## config.mk

```make
export PLATFORM = sky130hd
export DESIGN_NAME = dec_round_ctrl
export DESIGN_NICKNAME = d
export VERILOG_FILES = /design/src/rtl/dec_round_ctrl.sv
export SDC_FILE = /design/constraint.sdc
export NUM_CORES = 2
export LEC_CHECK = 0
export BUFFER_PORTS_ARGS = -buffer_cell sky130_fd_sc_hd__buf_2
export CORE_AREA = 2 2 542 544
export CTS_CLUSTER_SIZE = 20
export DETAILED_ROUTE_END_ITERATION = 16
export DIE_AREA = 0 0 544 546
export GPL_TIMING_DRIVEN = 1
export PLACE_DENSITY_LB_ADDON = 0.05
export SYNTH_ARGS = -nofsm -noshare
export SYNTH_HDL_FRONTEND = slang
export SYNTH_SLANG_ARGS = --single-unit
```

## constraint.sdc

```tcl
create_clock -name i_Clk -period 2 [get_ports i_Clk]
set_input_delay 0.2 -clock i_Clk [delete_from_list [all_inputs] [get_ports i_Clk]]
set_output_delay 0.2 -clock i_Clk [all_outputs]
set_load 0.05 [all_outputs]
```

## src/rtl/dec_round_ctrl.sv

```systemverilog
// Iterative inverse-cipher round controller: key buffer, IDLE/ROUND/DONE FSM, and
// muxing to an external one-round datapath. Optional macro DEC_KEY_LOCK_EN freezes keys while busy.
module dec_round_ctrl #(
   parameter int ROUNDS = 10
) (
   input  logic         i_Clk,
   input  logic         i_Rst_n,
   input  logic         i_Key_Wr,
   input  logic [3:0]   i_Key_Addr,
   input  logic [127:0] i_Key_Data,
   input  logic         i_Din_Valid,
   output logic         o_Din_Ready,
   input  logic [127:0] i_Din,
   output logic [3:0]   o_Round_Times,
   output logic [127:0] o_Round_Key,
   output logic [127:0] o_Round_Din,
   input  logic [127:0] i_Round_Dout,
   output logic         o_Dout_Valid,
   input  logic         i_Dout_Ready,
   output logic [127:0] o_Dout,
   output logic         o_Busy
);

   localparam logic [3:0] LAST_IDX  = 4'(ROUNDS);
   localparam logic [3:0] FIRST_CNT = 4'(ROUNDS - 1);

   typedef enum logic [1:0] {IDLE = 2'd0, ROUND = 2'd1, DONE = 2'd2} state_t;

   state_t         state_q, state_d;
   logic [3:0]     cnt_q, cnt_d;
   logic [127:0]   blk_q, blk_d;
   logic [127:0]   key_q [ROUNDS+1];
   logic           key_we;

   // Out-of-range indices are dropped rather than aliased onto a real entry.
   always_comb begin
      key_we = i_Key_Wr && (i_Key_Addr <= LAST_IDX);
`ifdef DEC_KEY_LOCK_EN
      key_we = key_we && (state_q == IDLE);
`endif
   end

   always_ff @(posedge i_Clk or negedge i_Rst_n) begin
      if (!i_Rst_n) begin
         for (int i = 0; i <= ROUNDS; i++) key_q[i] <= '0;
      end else if (key_we) begin
         key_q[i_Key_Addr] <= i_Key_Data;
      end
   end

   always_comb begin
      state_d = state_q;
      cnt_d   = cnt_q;
      blk_d   = blk_q;
      case (state_q)
         IDLE: begin
            if (i_Din_Valid) begin
               blk_d   = i_Din ^ key_q[ROUNDS];
               cnt_d   = FIRST_CNT;
               state_d = ROUND;
            end
         end
         ROUND: begin
            blk_d = i_Round_Dout;
            if (cnt_q == 4'd0) state_d = DONE;
            else               cnt_d   = cnt_q - 4'd1;
         end
         DONE: begin
            if (i_Dout_Ready) state_d = IDLE;
         end
         default: state_d = IDLE;
      endcase
   end

   always_ff @(posedge i_Clk or negedge i_Rst_n) begin
      if (!i_Rst_n) begin
         state_q <= IDLE;
         cnt_q   <= '0;
         blk_q   <= '0;
      end else begin
         state_q <= state_d;
         cnt_q   <= cnt_d;
         blk_q   <= blk_d;
      end
   end

   // All outputs are decodes of registered state, so reset clears them without a clock.
   assign o_Din_Ready   = (state_q == IDLE);
   assign o_Busy        = (state_q != IDLE);
   assign o_Dout_Valid  = (state_q == DONE);
   assign o_Dout        = (state_q == DONE)  ? blk_q         : '0;
   assign o_Round_Din   = (state_q == ROUND) ? blk_q         : '0;
   assign o_Round_Times = (state_q == ROUND) ? cnt_q         : '0;
   assign o_Round_Key   = (state_q == ROUND) ? key_q[cnt_q]  : '0;

endmodule
```

==> flow_metrics.py <==
metrics = {
    "sta": {
        "fin_hold_ws_ps": 122,
        "clock_skew_ps": 23.1,
        "fmax_mhz": 316,
        "rsz0062_at_grt": "true",
        "hold_viol_final": 0,
        "worst_pin_slew_ps": 694,
        "fin_crit_ps": 3170,
        "setup_viol": 485,
        "slew_headroom_pct": 53.7,
        "worst_slack_ps": -1170,
        "fin_crit_sh_pct": 158,
        "drv_slew": 0,
    },
    "die": {
        "rows": 199,
        "die_w_um": 544,
        "start_util_pct": 24.8,
        "fp.dieH_um": 546,
        "core-area_mm2": 0.292,
        "ios": 784,
        "die-area_mm2": 0.297,
    },
    "layout": {
        "synthToLayoutAreaGrowth_pct": 41.9,
        "fin_cells": 11200,
        "final_area_mm2": 0.103,
        "final_layout_size_suffix_gt1_share_pct": 50.6,
        "layout.nets": 7517,
    },
    "routing": {
        "ant_nets": 0,
        "routed_wl_um": 277000,
        "wire_per_inst_um": 24.8,
        "vias": 50800,
        "viasPerCell": 4.54,
        "drc": 0,
        "first_pass_iters": 5,
        "drt_iter0_drc": 2487,
    },
    "logic_synthesis": {
        "synth-seq-cells": 1542,
        "yosysUniqueCellTypes": 33,
        "synth-async-reset-ratio_pct": 100,
        "yosysTopAreaCell": "dfrtp_1",
        "synth.net_count": 5945,
        "ys_seq_area_share_pct": 53.2,
        "yosysMostFrequentCell": "dfrtp_1",
        "netlist_instances": 5551,
        "synth_edf_count": 0,
        "avgSynthCellArea_um2": 13.1,
        "synth_top_flop_cell": "dfrtp_1",
        "synthTopCellsByArea": "dfrtp_1, mux2_2, mux4_2, mux2i_1, nand2_1",
        "synth_top_area_share_pct": 53.2,
        "ys_warn_count": 0,
        "yosys-top-cells-count": "dfrtp_1, mux2_2, nand2_1, clkbuf_1, nor2_1",
        "synth_area_mm2": 0.0725,
    },
    "power_and_ir_drop": {
        "power_density_mw_per_mm2": 1550,
        "vdd_drop_max_uv": 963,
        "p_leak_nw": 45.6,
    },
    "clock_network": {
        "htreeDepth": 4,
        "clockBufferDepth": 4,
        "cts_sinks": 1542,
        "cts-root-buf": "clkbuf_16",
        "cts_tree": "built",
        "clk_latency_ps": 870,
        "cts.clk_slew.worst_paths_ps": 50,
        "numCtsBuffers": 197,
    },
    "global_route": {
        "grt_max_degree": 110,
        "overflow": 0,
        "grtUsageTotal_pct": 17.8,
        "grt_pass1_vias": 54400,
        "grt_pass1_wl_um": 391000,
        "antenna_found_initial": 23,
    },
    "place": {
        "dp.cells": 10200,
        "dp_hpwl_um": 180000,
        "placed_area_mm2": 0.0862,
        "gp_congestion": 0.733,
        "io_buffers": 783,
        "place_ws_ps": -416,
    },
    "worst_setup_path": {
        "endpoint": "o_Round_Key[105]",
        "cp-end-kind": "output pin",
        "reg2reg_depth": 13,
        "worst_r2r_startpoint": "state_q[1]",
        "critPathLaunchType": "flop",
        "cp-startpoint": "cnt_q[0]",
        "required_ps": 1800,
        "critPathMaxFanout": 7,
        "crit_arrival_ps": 2970,
        "crit_type": "reg2out",
        "reg2reg_to": "cnt_q[2]",
        "rrSetupSlack_ps": -390,
    },
    "job": {
        "maxCapViolCount": 0,
    },
    "status": {
        "violations": "negative setup slack",
        "status": "complete, but fails checks",
    },
    "worst_hold_path": {
        "min_path_type": "in2async",
    },
}
## flip-flops by register name, indices dropped and copies added (netlist names)
register  count
cnt_q         4
state_q       2
blk_q       128
key_q      1408
## critical path: stages (launching register included)
cell and delay (ps):
dfrtp_4 530, buf_12 160, buf_16 150, buf_8 150, buf_12 130, buf_6 110, mux4_2 420, nand2_2 90
o211ai_1 140, clkbuf_16 210
## cell type report
class,count,area (um^2)
diodes,7,17.5
clock buffers,305,5970
clock inverters,41,482
fillers,28600,189000
inverters,3,11.3
multi-input cells,3483,32500
flip-flops and latches,1542,38600
well taps,3919,4900
repair buffers,1896,20400
## how the worst min path moves through the flow
stage	end	startpoint	cells after the start
2_1_floorplan	blk_q[0]	i_Rst_n	0
3_3_place_gp	key_q[457]	i_Rst_n	1
3_5_place_dp	key_q[1095]	i_Rst_n	1
4_1_cts	blk_q[95]	i_Round_Dout[95]	4
5_1_grt	blk_q[97]	i_Round_Dout[97]	4
6_report	key_q[1304]	i_Rst_n	3
## layout by cell type (no fill, tap or decap), types with 53 or more instances in the layout
master,n
dfrtp_1,1540
mux2_2,1409
buf_2,500
nand2_1,429
dlygate4sd3_1,390
buf_4,371
mux2i_1,259
nor2_1,255
buf_12,252
clkbuf_16,238
mux4_2,188
buf_6,151
buf_8,147
and2_1,140
a31oi_1,129
xor2_1,128
and2_4,119
a21oi_1,109
o211ai_1,94
clkbuf_8,59
a22oi_1,56
nand2_2,53
## stage by stage
step | total power [mW] | util (%) | setup TNS, ps
2_1_floorplan | 82.8 | - | -15440
3_3_place_gp | 108 | 29.5 | -33580
3_5_place_dp | 108 | 29.5 | -32820
4_1_cts | 154 | 34.1 | -374610
5_1_grt | 168 | 35.2 | -397830
6_report | 159 | 35.2 | -341680
## where the power goes
group	internal [mW]	switching (mW)	total, mW
Sequential	39.3	5.10	44.4
Clock	21.4	14.5	35.9
Combinational	37.9	41.0	78.9
## kinds of logic (layout without fill, tap and decap cells)
group	count (synthesis)	in the layout	synth area share, %
AO/OA/AOI/OAI	458	458	4.01
flip-flops	1542	1542	53.2
adder cells (fa/ha/maj)	1	1	0.0173
buffers and inverters	526	2245	3.48
multiplexers	1862	1862	31.4
XOR/XNOR	128	128	1.55
AND/OR/NAND/NOR	1034	1034	6.36
other	0	7	0
## routing by layer
layer	up-vias	GRT usage [%]	wire length, um
li1	22900	-	-
met1	26600	24.9	131000
met2	948	28.8	128000
met3	313	2.60	11300
met4	14	4.40	6880
met5	-	0	90
## repair_timing
| item | in CTS | in global routing |
|---|---|---|
| gates resized for setup | 450 | 720 |
| cloned | 23 | 27 |
| endpoints found under the setup margin | 394 | 459 |
| hold buffers | 390 | 0 |
| setup buffers | 75 | 108 |
| pin swaps | 114 | 145 |
| endpoints found under the hold margin | 3083 | 0 |
No activity file was read; power rests on OpenSTA's default activity.
